===== src/rtl/lectura_rtc.sv =====
// lectura_rtc: reads the seconds, minutes and hours registers from the RTC over
// the multiplexed AD bus. Each register takes an address-write phase followed by
// a data-read phase. The three values are presented together with a one-cycle
// valid pulse. All bus outputs are registered from the next state, so the output
// values always match the state the block has just entered.
module lectura_rtc #(
  parameter int          PULSE_CYC = 5,
  parameter int          GAP_CYC   = 8,
  parameter logic [7:0]  ADDR_SEG  = 8'h21,
  parameter logic [7:0]  ADDR_MIN  = 8'h22,
  parameter logic [7:0]  ADDR_HOR  = 8'h23
) (
  input  logic       clock,
  input  logic       reset,
  input  logic       start,
  input  logic [7:0] ad_in,
  output logic       ad,
  output logic       cs,
  output logic       rd,
  output logic       wr,
  output logic [7:0] ADout,
  output logic       ad_oe,
  output logic [7:0] segundos,
  output logic [7:0] minutos,
  output logic [7:0] horas,
  output logic       valid,
  output logic       busy
);

  typedef enum logic [3:0] {
    IDLE, A_SETUP, A_PULSE, A_HOLD, A_GAP,
    D_SETUP, D_PULSE, D_HOLD, D_GAP, DONE
  } state_t;

  localparam logic [3:0] PULSE_LD = 4'(PULSE_CYC - 1);
  localparam logic [3:0] GAP_LD   = 4'(GAP_CYC - 1);

  state_t     state, state_nx;
  logic [3:0] cnt, cnt_nx;
  logic [1:0] idx, idx_nx;
  logic [7:0] sh_seg, sh_min, sh_hor;

  logic       n_ad, n_cs, n_rd, n_wr, n_oe;
  logic [7:0] n_dout, addr_nx;

  // Remaining-cycle count loaded on entry to a state: multi-cycle states count
  // down to zero, single-cycle states load zero.
  function automatic logic [3:0] load_of(input state_t s);
    case (s)
      A_PULSE, D_PULSE: load_of = PULSE_LD;
      A_GAP, D_GAP:     load_of = GAP_LD;
      default:          load_of = 4'd0;
    endcase
  endfunction

  // State, phase counter and register index.
  always_ff @(posedge clock) begin
    if (reset) begin
      state <= IDLE;
      cnt   <= 4'd0;
      idx   <= 2'd0;
    end else begin
      state <= state_nx;
      cnt   <= cnt_nx;
      idx   <= idx_nx;
    end
  end

  // Next-state logic. DONE chains straight into a new read when start is still
  // high so continuous polling has no idle bubble between reads.
  always_comb begin
    state_nx = state;
    idx_nx   = idx;
    case (state)
      IDLE:    if (start) begin state_nx = A_SETUP; idx_nx = 2'd0; end
      A_SETUP: state_nx = A_PULSE;
      A_PULSE: if (cnt == 4'd0) state_nx = A_HOLD;
      A_HOLD:  state_nx = A_GAP;
      A_GAP:   if (cnt == 4'd0) state_nx = D_SETUP;
      D_SETUP: state_nx = D_PULSE;
      D_PULSE: if (cnt == 4'd0) state_nx = D_HOLD;
      D_HOLD:  state_nx = D_GAP;
      D_GAP: begin
        if (cnt == 4'd0) begin
          if (idx == 2'd2) state_nx = DONE;
          else begin
            state_nx = A_SETUP;
            idx_nx   = idx + 2'd1;
          end
        end
      end
      DONE: begin
        if (start) begin state_nx = A_SETUP; idx_nx = 2'd0; end
        else state_nx = IDLE;
      end
      default: state_nx = IDLE;
    endcase
  end

  // Phase counter reloads on every state change and never wraps in a state.
  always_comb begin
    cnt_nx = cnt;
    if (state_nx != state)  cnt_nx = load_of(state_nx);
    else if (cnt != 4'd0)   cnt_nx = cnt - 4'd1;
  end

  // Bus values for the state being entered.
  always_comb begin
    case (idx_nx)
      2'd0:    addr_nx = ADDR_SEG;
      2'd1:    addr_nx = ADDR_MIN;
      default: addr_nx = ADDR_HOR;
    endcase
    n_ad   = 1'b1;
    n_cs   = 1'b1;
    n_rd   = 1'b1;
    n_wr   = 1'b1;
    n_oe   = 1'b0;
    n_dout = 8'hff;
    case (state_nx)
      A_SETUP, A_HOLD: begin
        n_ad = 1'b0; n_cs = 1'b0; n_oe = 1'b1; n_dout = addr_nx;
      end
      A_PULSE: begin
        n_ad = 1'b0; n_cs = 1'b0; n_oe = 1'b1; n_dout = addr_nx; n_wr = 1'b0;
      end
      D_SETUP: n_cs = 1'b0;
      D_PULSE: begin n_cs = 1'b0; n_rd = 1'b0; end
      default: ;
    endcase
  end

  // Registered outputs; reset forces the bus idle on the very next edge.
  always_ff @(posedge clock) begin
    if (reset) begin
      ad    <= 1'b1;
      cs    <= 1'b1;
      rd    <= 1'b1;
      wr    <= 1'b1;
      ad_oe <= 1'b0;
      ADout <= 8'hff;
      valid <= 1'b0;
      busy  <= 1'b0;
    end else begin
      ad    <= n_ad;
      cs    <= n_cs;
      rd    <= n_rd;
      wr    <= n_wr;
      ad_oe <= n_oe;
      ADout <= n_dout;
      valid <= (state_nx == DONE);
      busy  <= (state_nx != IDLE);
    end
  end

  // Shadow capture at the end of the last read-strobe cycle; results are only
  // published on entry to DONE so a partial read never disturbs them.
  always_ff @(posedge clock) begin
    if (reset) begin
      sh_seg   <= 8'h00;
      sh_min   <= 8'h00;
      sh_hor   <= 8'h00;
      segundos <= 8'h00;
      minutos  <= 8'h00;
      horas    <= 8'h00;
    end else begin
      if (state == D_PULSE && cnt == 4'd0) begin
        case (idx)
          2'd0:    sh_seg <= ad_in;
          2'd1:    sh_min <= ad_in;
          default: sh_hor <= ad_in;
        endcase
      end
      if (state_nx == DONE) begin
        segundos <= sh_seg;
        minutos  <= sh_min;
        horas    <= sh_hor;
      end
    end
  end

endmodule


===== config.mk =====
export PLATFORM = sky130hd
export DESIGN_NAME = lectura_rtc
export DESIGN_NICKNAME = d
export VERILOG_FILES = /design/src/rtl/lectura_rtc.sv
export SDC_FILE = /design/constraint.sdc
export NUM_CORES = 1
export LEC_CHECK = 0
export ABC_AREA = 1
export CELL_PAD_IN_SITES_DETAIL_PLACEMENT = 1
export CELL_PAD_IN_SITES_GLOBAL_PLACEMENT = 2
export CORE_MARGIN = 5
export CORE_UTILIZATION = 36
export DETAILED_ROUTE_END_ITERATION = 10
export DONT_BUFFER_PORTS = 1
export PLACE_DENSITY = 0.87
export SLEW_MARGIN = 25
export SYNTH_ARGS = -nofsm -noshare
export SYNTH_HDL_FRONTEND = slang
export SYNTH_SLANG_ARGS = --single-unit

===== constraint.sdc =====
create_clock -name clock -period 3.2 [get_ports clock]
set_input_delay 0.16 -clock clock [delete_from_list [all_inputs] [get_ports clock]]
set_output_delay 0.16 -clock clock [all_outputs]
set_load 0.05 [all_outputs]

After elaboration in Yosys (flattened, before gate mapping)
Index checks and enable logic that the tools add are counted.
{"block": "totals", "regBits": 73, "inputBits": 11}
{"block": "classes", "addsub": 2, "eq_ne": 21, "n_mux": 21, "n_bitwise": 2, "n_reduce_logical": 18}
{"op": "4-bit case mux with 10 select lines", "n": 1}
{"op": "4-bit two-way mux", "n": 8}
{"op": "4-bit by 3-bit equality test with 1-bit output, second input constant", "n": 7}
{"op": "4-bit by 2-bit equality test with 1-bit output, second input constant", "n": 4}
{"op": "4-bit equality test, second input constant", "n": 4}
{"op": "2-bit OR reduction", "n": 5}
{"op": "4-bit by 1-bit equality test with 1-bit output, second input constant", "n": 2}
{"op": "4-bit logical NOT", "n": 2}
{"op": "2-bit case mux with 2 select lines", "n": 2}
{"op": "4-bit nonzero test", "n": 2}
{"op": "1-bit two-way mux", "n": 6}
{"op": "2-bit two-way mux", "n": 3}
{"op": "3-bit case mux with 2 select lines", "n": 1}
{"op": "2-bit AND reduction", "n": 3}
{"op": "5-bit OR reduction", "n": 1}
{"op": "2-bit by 1-bit equality test with 1-bit output, second input constant", "n": 2}
{"op": "2-bit logical NOT", "n": 2}
{"op": "4-bit inequality test", "n": 1}
{"op": "4-bit by 1-bit subtractor with 4-bit output, second input constant", "n": 1}
{"op": "3-bit OR reduction", "n": 1}
{"op": "2-bit by 1-bit adder with 2-bit output, second input constant", "n": 1}
{"op": "2-bit equality test, second input constant", "n": 1}
{"op": "1-bit inverter", "n": 2}
{"op": "2-bit nonzero test", "n": 1}
{"op": "1-bit logical AND", "n": 1}

Logic depth before layout (Yosys ltp)
Gate-level depths: netlist (run 1).
{"block": "depth", "ltp_word": 8, "ltp_mapped": 14, "ltp_nobuf": 14}

Worst setup path before layout (run 1)
OpenSTA, ideal clock, no wires.
{"block": "synth_timing", "path_kind": "register -> register", "start": "register cnt[0]", "end": "register cnt[1]", "setup_time_ps": 128, "arrival_ps": 1510, "slack_ps": 1563, "path_stages_with_launch": 15, "path_buffers": 0, "path_cell_list": "dfxtp_1 > inv_1 > ha_1 > nand2_2 > inv_2 > nand2_1 > nand2_1 > inv_2 > nand3_1 > nand2_1 > nand2_1 > nand2_1 > nand2_1 > nor2_1 > nor2_1"}
{"block": "synth_via", "elab_chain_len": 7}
{"item": "start, declared", "line": "39", "rtl": "logic [3:0] cnt, cnt_nx;"}
{"item": "start signal, assigned", "line": "64", "rtl": "cnt <= cnt_nx;"}
{"item": "4-bit logical NOT"}
{"item": "4-bit two-way mux (on tied branches)"}
{"item": "4-bit case mux with 10 select lines", "line": "74", "rtl": "case (state)"}
{"item": "4-bit by 3-bit equality test with 1-bit output (tied with other cells)", "line": "49", "rtl": "case (s)"}
{"item": "2-bit OR reduction", "line": "49"}
{"item": "3-bit case mux with 2 select lines", "line": "49"}
{"item": "4-bit two-way mux", "line": "103", "rtl": "if (state_nx != state) cnt_nx = load_of(state_nx);"}
Parallel ways exist; a longest one is shown, timed or not. The select of a mux whose other input is x is not followed.
A chain may end at the register's enable or synchronous reset.

Final worst setup path (run 1)
{"block": "layout_timing", "start": "register cnt[0]", "end": "register minutos[7]"}
{"block": "layout_via", "elab_chain_len": 4}
{"item": "4-bit logical NOT *"}
{"item": "4-bit two-way mux (on tied branches)"}
{"item": "4-bit case mux with 10 select lines *", "line": "74"}
{"item": "4-bit equality test *", "line": "174", "rtl": "if (state_nx == DONE) begin"}
{"item": "end signal, assigned", "line": "176", "rtl": "minutos <= sh_min;"}
{"item": "end, declared", "line": "24", "rtl": "output logic [7:0] minutos,"}
Every way passes the cells marked *; elsewhere a longest branch is shown, timed or not.

==> qor.yml, run 1 <==
status:
  status: "finished, final reports clean"
die:
  ios: 50
  dieArea_um2: 9379
  die_w_um: 96.85
  coreArea_um2: 7292
  rows: 31
  start_util_pct: 37.23
  die_h_um: 96.85
clocking:
  root_buffer: "clkbuf_8"
  cts_resized: 0
  cts_buffers: 9
  cts_tree: "built"
  cts_buffer_depth: 2
  insertion_delay_ps: 340
  cts.sink_count: 68
  htree_num_levels: 3
  path_clk_slew_ps: 70
global_route:
  grt_pass1_vias: 2349
  grt_overflow: 0
  grt_use_met3_pct: 5.468
  grt_first_pass_wirelength_mm: 11.59
  grt_max_degree: 38
  grt_util_met2_pct: 26.01
  groute.usage.overall_pct: 15.09
  antenna_found_initial: 0
  groute.layer.met1.usage_pct: 17.14
  grt.busiest_layer: "met2"
sta:
  relSlewSlack_pct: 51.55
  period_minus_slack_ps: 2530
  whs_ps: 244.6
  slew_violations: 0
  hold_viol_final: 0
  setup-violations-final: 0
  fin_skew_ps: 10.16
  fmax_ghz: 0.3953
  tightest_slew_ps: 725.9
  rsz0062_at_grt: "false"
  layout_setup_ws_ps: 670.0
  setup_tns_ps: 0
  post-route-period-util_pct: 79.06
logic_synthesis:
  synth_commonest_cells: "dfxtp_1 (68), a21oi_1 (48), nand2_1 (44), o21ai_0 (41), inv_1 (39)"
  synthCells: 349
  synth.avg_cell_area_um2: 7.780
  ys_seq_area_share_pct: 50.14
  yosysTopAreaCell: "dfxtp_1"
  yosysUniqueCellTypes: 31
  synth_area_um2: 2715
  async_flop_share_pct: 0
  syn-num-nets: 364
  yosysWarnings: 0
  ys.flop_type: "dfxtp_1"
  yosysMostFrequentCell: "dfxtp_1"
  yosysTopAreaCellShare_pct: 50.14
  synth_edf_count: 0
  yosys_register_bits: 68
  synthTopCellsByArea: "dfxtp_1 (50%), a21oi_1 (8.8%), o21ai_0 (7.6%)"
critical_path:
  crit_type: "register to register"
  end_kind: "register"
  crit_required_ps: 3410
  worstPathMaxFanout: 37
  arrival_ps: 2740
  critPathLaunchType: "register"
placed_design:
  gp_congestion: 0.7987
  io_buffers: 0
  dp_hpwl_mm: 4.731
  dpl.cell_count: 433
  pre_cts_slack_ps: 624.4
pwr:
  power_density_nw_per_um2: 722.5
  ir_drop_mv: 0.3741
  power.leakage_nw: 1.147
layout:
  nets: 369
  num_antenna_cells: 0
  area_delta_synth_final_pct: 11.15
  utilization_pct: 41.39
  fin_cells: 457
  layout-drive-gt1-share_pct: 10.34
route:
  vias: 2261
  wire_per_inst_um: 14.66
  dr.pass1.iters: 4
  drc: 0
  wl_mm: 6.699
  ant_nets: 0
  routed_via_density: 4.947
  drt_iter0_markers: 67
worst_hold_path:
  hp-class: "input pin to register"
flow_run:
  drv_cap: 0
==> final cells by class <==
cell class,instances,area (um2)
inverters,46,172.7
clock buffers,11,151.4
multi-input cells,216,1067
fillers,928,4274
repair buffers,13,115.1
well taps,99,123.9
clock inverters,4,25.02
flip-flops and latches,68,1363
==> worst max-delay path: stages, from the launching register on <==
cell and delay, ps:
dfxtp_1 330, inv_1 80, ha_1 200, nand2_2 120, inv_2 110, nand2_1 270, nand2_1 180, inv_2 70
nand2_4 80, nand3_2 470, o21ai_0 410, a21oi_1 60
==> repair_timing <==
item / in CTS / in global routing
hold endpoints to repair: 38 / 0
hold buffers: 9 / 0
setup buffers: 0 / 0
==> final timing paths <==
kind / from / end / slack, ps / cells past startpoint
worst min-delay path: start / cnt[2]$_SDFFE_PP0P_ / 240 / 4
worst min register to register: sh_min[7]$_SDFFE_PP0P_ / sh_min[7]$_SDFFE_PP0P_ / 460 / 2
worst max register to register: cnt[0]$_SDFFE_PP0P_ / minutos[7]$_SDFFE_PP0P_ / 670 / 11
worst max-delay path: cnt[0]$_SDFFE_PP0P_ / minutos[7]$_SDFFE_PP0P_ / 670 / 11
==> power by group <==
part / leakage (nW) / internal (mW) / switching [mW] / total (mW)
logic: 0.510 / 0.146 / 0.356 / 0.502
registers: 0.550 / 0.907 / 0.129 / 1.04
clock network: 0.0872 / 0.316 / 0.325 / 0.642
==> flip-flops by register name, summed over array words and instances, names as in the netlist, 2 cells and up <==
signal    count
cnt           4
segundos      8
state         4
sh_hor        8
minutos       8
ADout         3
sh_min        8
sh_seg        8
idx           2
horas         8
==> cell families after synthesis <==
kind of cell / Yosys count / share of synthesized area (%)
AOI/OAI and AO/OA: 94 / 17.60
xor gates and xnor gates: 3 / 0.9679
adders and majority gates: 4 / 1.843
buffers and inverters: 65 / 10.55
DFF: 68 / 50.14
other: 1 / 0.1381
and+or+nand+nor: 114 / 18.76
==> cell usage in the layout (no fill, tap or decap) <==
| master | netlist | routed |
|---|---|---|
| buf_4 | 6 | 4 |
| xor2_1 | 1 | 1 |
| clkinvlp_4 | 0 | 2 |
| nand3_2 | 1 | 1 |
| nand2_2 | 1 | 1 |
| clkinv_2 | 0 | 2 |
| o21ai_2 | 1 | 1 |
| nor3_2 | 2 | 2 |
| nand3_1 | 20 | 20 |
| xnor2_1 | 2 | 2 |
| dfxtp_1 | 68 | 67 |
| a21oi_1 | 48 | 48 |
| nor2_4 | 1 | 1 |
| nand4_1 | 2 | 2 |
| dlygate4sd3_1 | 0 | 8 |
| nor2_2 | 2 | 2 |
| o21ai_1 | 2 | 2 |
| dfxtp_2 | 0 | 1 |
| nor2_1 | 35 | 35 |
| buf_2 | 4 | 1 |
| inv_2 | 7 | 7 |
| o21ai_0 | 41 | 41 |
| nand2_4 | 1 | 1 |
| nor4_1 | 1 | 1 |
| conb_1 | 1 | 1 |
| nor3_1 | 3 | 3 |
| o211ai_1 | 1 | 1 |
| clkbuf_8 | 0 | 11 |
| nand2_1 | 44 | 44 |
| nand3b_1 | 1 | 1 |
| ha_1 | 4 | 4 |
| a31oi_1 | 1 | 1 |
| inv_1 | 39 | 39 |
==> metal layers <==
| metal | vias up | wire, um |
|---|---|---|
| li1 | 1131 | - |
| met1 | 1082 | 2943 |
| met2 | 38 | 3336 |
| met3 | 10 | 297 |
| met4 | 0 | 121 |
| met5 | - | 0 |
==> through the flow <==
step	power (mW)	cell area, um2
2_1_floorplan	1.464	2715
3_3_place_gp	1.525	2756
3_5_place_dp	1.543	2756
4_1_cts	2.215	3023
5_1_grt	2.316	3018
6_report	2.180	3018
Note: power is estimated with default switching activity, not from simulation.
==> run 2, diff against run 1 <==
- CORE_UTILIZATION: 36 -> 32
- PLACE_DENSITY: 0.87 -> 0.83
- clock period: 3.2 -> 2.2 ns (I/O delays scaled with it)
==> qor.yml, run 2 (synthesis results as in run 1) <==
global_route:
  grt_overflow: 0
  antenna_found_initial: 0
  grt_first_pass_wirelength_mm: 11.31
  grt_pass1_vias: 2309
  grt_max_degree: 41
  groute.usage.overall_pct: 14.07
sta:
  whs_ps: 159.8
  post-route-period-util_pct: 85.33
  hold_viol_final: 0
  setup_tns_ps: 0
  slew_violations: 0
  fin_skew_ps: 11.24
  relSlewSlack_pct: 47.39
  rsz0062_at_grt: "false"
  setup-violations-final: 0
  tightest_slew_ps: 788.3
  period_minus_slack_ps: 1877
  fmax_ghz: 0.5327
route:
  ant_nets: 0
  drc: 0
  dr.pass1.iters: 4
  routed_via_density: 4.839
  vias: 2250
  drt_iter0_markers: 77
  wire_per_inst_um: 14.60
  wl_mm: 6.788
clocking:
  cts_buffers: 9
  htree_num_levels: 3
  root_buffer: "clkbuf_8"
  post_cts_buffers: 0
  cts_resized: 0
  cts_buffer_depth: 2
  cts_hold_buf: 9
  cts_tree: "built"
  insertion_delay_ps: 350
  cts.sink_count: 68
  path_clk_slew_ps: 80
die:
  start_util_pct: 32.88
  die_w_um: 102.1
  ios: 50
  coreArea_um2: 8258
  rows: 33
  die_h_um: 102.1
  dieArea_um2: 10430
pwr:
  power_density_nw_per_um2: 1114
  ir_drop_mv: 0.3523
  power.leakage_nw: 1.188
layout:
  layout-drive-gt1-share_pct: 10.56
  layout_common_cells: "dfxtp_1 (67), a21oi_1 (48), nand2_1 (44), o21ai_0 (41), inv_1 (39)"
  nets: 370
  num_antenna_cells: 0
  final_common_cell: "dfxtp_1"
  fillers: 1014
  area_delta_synth_final_pct: 14.38
critical_path:
  critPathMaxStageDelay_ps: 360
  r2r-start: "cnt[0]$_SDFFE_PP0P_"
  crit_chain: "inv_1, ha_1, nand2_2, inv_2, nand2_1, nand2_1, inv_2, nand2_4, nand3_2, buf_12, o21ai_0, a21oi_1"
  worstPathMaxFanout: 40
  critPathLaunchType: "register"
  end_kind: "register"
  crit_slowest_cell: "dfxtp_1"
  arrival_ps: 2160
  critPathLaunch: "cnt[0]$_SDFFE_PP0P_"
  crit_buf_inv: 4
  crit_required_ps: 2480
  crit_family: "simple AND/OR/NAND/NOR gates"
  crit_type: "register to register"
placed_design:
  io_buffers: 0
  gp_congestion: 0.8093
  dp_hpwl_mm: 4.723
flow_run:
  drv_cap: 0
worst_hold_path:
  hp-start: "start"
  hp-class: "input pin to register"
status:
  status: "finished, final reports clean"
[run 2: changes by cell type in the layout (fill, tap and decap cells not counted), sizes merged]
cell / previous run / this run
bufinv: 0 / 2
clkinv: 2 / 0
clkinvlp: 2 / 1
clkbuf: 11 / 13
buf: 5 / 6
[run 2: per-layer routing]
metal	track usage (%)	wire length, um	up-vias
met2	24.09	3337	36
met5	0	0	-
met3	4.437	256	14
met1	16.58	3076	1064
met4	4.945	117	0
li1	-	-	1136
[run 2: area by class of cell]
| cell class | count | area, um2 | area share, % |
|---|---|---|---|
| clock buffer | 13 | 168.9 | 5.439 |
| clock inverter | 3 | 67.56 | 2.176 |
| inverter | 46 | 172.7 | 5.560 |
| multi-input combinational | 216 | 1067 | 34.37 |
| sequential | 68 | 1363 | 43.88 |
| tap | 105 | 131.4 | 4.230 |
| timing repair buffer | 14 | 135.1 | 4.351 |
[run 2: worst register-to-register path, stage by stage, from the launching register on]
cell     delay (ps)
dfxtp_1         360
inv_1            80
ha_1            240
nand2_2         160
inv_2            80
nand2_1          90
nand2_1          70
inv_2            80
nand2_4          60
nand3_2         100
buf_12          200
o21ai_0         120
a21oi_1         170
[run 2: final timing paths]
path	to	slack [ps]	cells past startpoint
worst max-delay path	segundos[5]$_SDFFE_PP0P_	320	12
worst min-delay path	cnt[0]$_SDFFE_PP0P_	160	4
worst max register to register	segundos[5]$_SDFFE_PP0P_	320	12
worst min register to register	sh_min[0]$_SDFFE_PP0P_	470	2
[run 2: report_power, final]
part           internal (mW)  switching, mW  total (mW)
Clock                  0.732          0.485        1.22
Sequential              1.32          0.184        1.50
Combinational          0.209          0.530       0.739
[run 2: stage by stage]
step / instance area, um2 / util [%] / worst slack (ps) / power, mW / instances
after floorplan: 2715 / - / 562.9 / 2.129 / 349
after global placement: 2784 / 33.71 / 435.7 / 2.216 / 440
after detailed placement: 2784 / 33.71 / 365.3 / 2.241 / 440
after CTS: 3110 / 37.67 / 289.1 / 3.511 / 465
after global routing: 3105 / 37.61 / 93.37 / 3.673 / 465
final: 3105 / 37.61 / 322.8 / 3.460 / 465
==> run 3, diff against run 2 <==
- MAX_ROUTING_LAYER: default -> met4
==> qor.yml, run 3 (synthesis results as in run 1) <==
clocking:
  root_buffer: "clkbuf_8"
  cts.sink_count: 68
  cts_buffer_depth: 2
  path_clk_slew_ps: 80
  cts_tree: "built"
  cts_buffers: 9
  insertion_delay_ps: 350
  htree_num_levels: 3
  cts_resized: 0
layout:
  area_delta_synth_final_pct: 14.38
  fin_area_um2: 3105
  fillers: 1014
  utilization_pct: 37.61
  register_area_um2: 1363
  multi_input_area_um2: 1067
  fin_cells: 465
  nets: 370
  layout_common_cells: "dfxtp_1 (67), a21oi_1 (48), nand2_1 (44), o21ai_0 (41), inv_1 (39)"
  num_antenna_cells: 0
  final_common_cell: "dfxtp_1"
  layout-drive-gt1-share_pct: 10.56
placed_design:
  io_buffers: 0
  gp_congestion: 0.8211
  place_area_um2: 2784
  dpl.cell_count: 440
  pre_cts_slack_ps: 365.3
  dp_hpwl_mm: 4.723
sta:
  relSlewSlack_pct: 46.83
  slew_violations: 0
  fin_skew_ps: 11.21
  setup_tns_ps: 0
  hold_viol_final: 0
  whs_ps: 163.7
  post-route-period-util_pct: 85.34
  rsz0062_at_grt: "false"
  setup-violations-final: 0
  period_minus_slack_ps: 1877
  tightest_slew_ps: 796.7
  fmax_ghz: 0.5327
  layout_setup_ws_ps: 322.6
flow_run:
  drv_cap: 0
critical_path:
  critPathLaunchType: "register"
  crit_type: "register to register"
  crit_buf_inv: 4
  crit_slowest_cell: "dfxtp_1"
  r2r-end: "segundos[5]$_SDFFE_PP0P_"
  rr_worst_depth: 12
  crit_required_ps: 2480
  r2r-start: "cnt[0]$_SDFFE_PP0P_"
  critPathMaxStageDelay_ps: 360
  crit_family: "simple AND/OR/NAND/NOR gates"
  end_kind: "register"
  arrival_ps: 2160
  crit_chain: "inv_1, ha_1, nand2_2, inv_2, nand2_1, nand2_1, inv_2, nand2_4, nand3_2, buf_12, o21ai_0, a21oi_1"
  worstPathMaxFanout: 40
  r2r_setup_slack_ps: 320
route:
  routed_via_density: 4.839
  vias: 2250
  drt_iter0_markers: 88
  wl_mm: 6.800
  drc: 0
  ant_nets: 0
  wire_per_inst_um: 14.62
  dr.pass1.iters: 4
die:
  coreArea_um2: 8258
  dieArea_um2: 10430
  rows: 33
  die_w_um: 102.1
  die_h_um: 102.1
  ios: 50
  start_util_pct: 32.88
global_route:
  grt_pass1_vias: 2302
  grt_overflow: 0
  grt_first_pass_wirelength_mm: 11.32
  grt_max_degree: 41
  antenna_found_initial: 0
  groute.usage.overall_pct: 14.54
status:
  status: "finished, final reports clean"
worst_hold_path:
  hp-start: "start"
  min_to: "cnt[0]$_SDFFE_PP0P_"
  min_path_cells: 4
  hp-class: "input pin to register"
pwr:
  power_density_nw_per_um2: 1115
  power.leakage_nw: 1.188
  ir_drop_mv: 0.3523
  power_mw: 3.464
-- run 3: cell type report --
class,instances,area share (%)
repair buffers,14,4.351
well taps,105,4.230
clock buffers,13,5.439
multi-input cells,216,34.37
inverters,46,5.560
flip-flops and latches,68,43.88
clock inverters,3,2.176
-- run 3: tightest hold or removal path, stage by stage --
cell     delay [ps]
nand4_1          80
nand2_1         120
nand4_1         100
a21oi_1          60
-- run 3: worst max-delay path by stage --
stage / from / to / slack, ps / depth (start not counted)
after floorplan: cnt[0]$_SDFFE_PP0P_ / cnt[1]$_SDFFE_PP0P_ / 560 / 14
after global placement: state[3]$_SDFF_PP0_ / minutos[7]$_SDFFE_PP0P_ / 440 / 8
after detailed placement: cnt[0]$_SDFFE_PP0P_ / minutos[7]$_SDFFE_PP0P_ / 370 / 12
after CTS: cnt[0]$_SDFFE_PP0P_ / cnt[1]$_SDFFE_PP0P_ / 290 / 14
after global routing: cnt[0]$_SDFFE_PP0P_ / cnt[1]$_SDFFE_PP0P_ / 90 / 14
final: cnt[0]$_SDFFE_PP0P_ / segundos[5]$_SDFFE_PP0P_ / 320 / 12
-- run 3: what timing repair did --
action                                 in CTS  in global routing
hold buffers                                9                  0
buffers inserted                            0                  0
endpoints found under the hold margin      40                  0
-- run 3: per-layer routing --
layer | routed length (um) | share of wire (%) | vias up | track usage [%]
li1 | - | - | 1136 | -
met1 | 3079 | 45 | 1068 | 16.62
met2 | 3352 | 49 | 34 | 24.09
met3 | 250 | 3.7 | 12 | 4.778
met4 | 118 | 1.7 | 0 | 4.642
met5 | 0 | 0 | - | -
-- run 3: power breakdown --
part / switching [mW] / internal [mW]
combinational: 0.531 / 0.209
sequential: 0.184 / 1.32
clock: 0.488 / 0.732
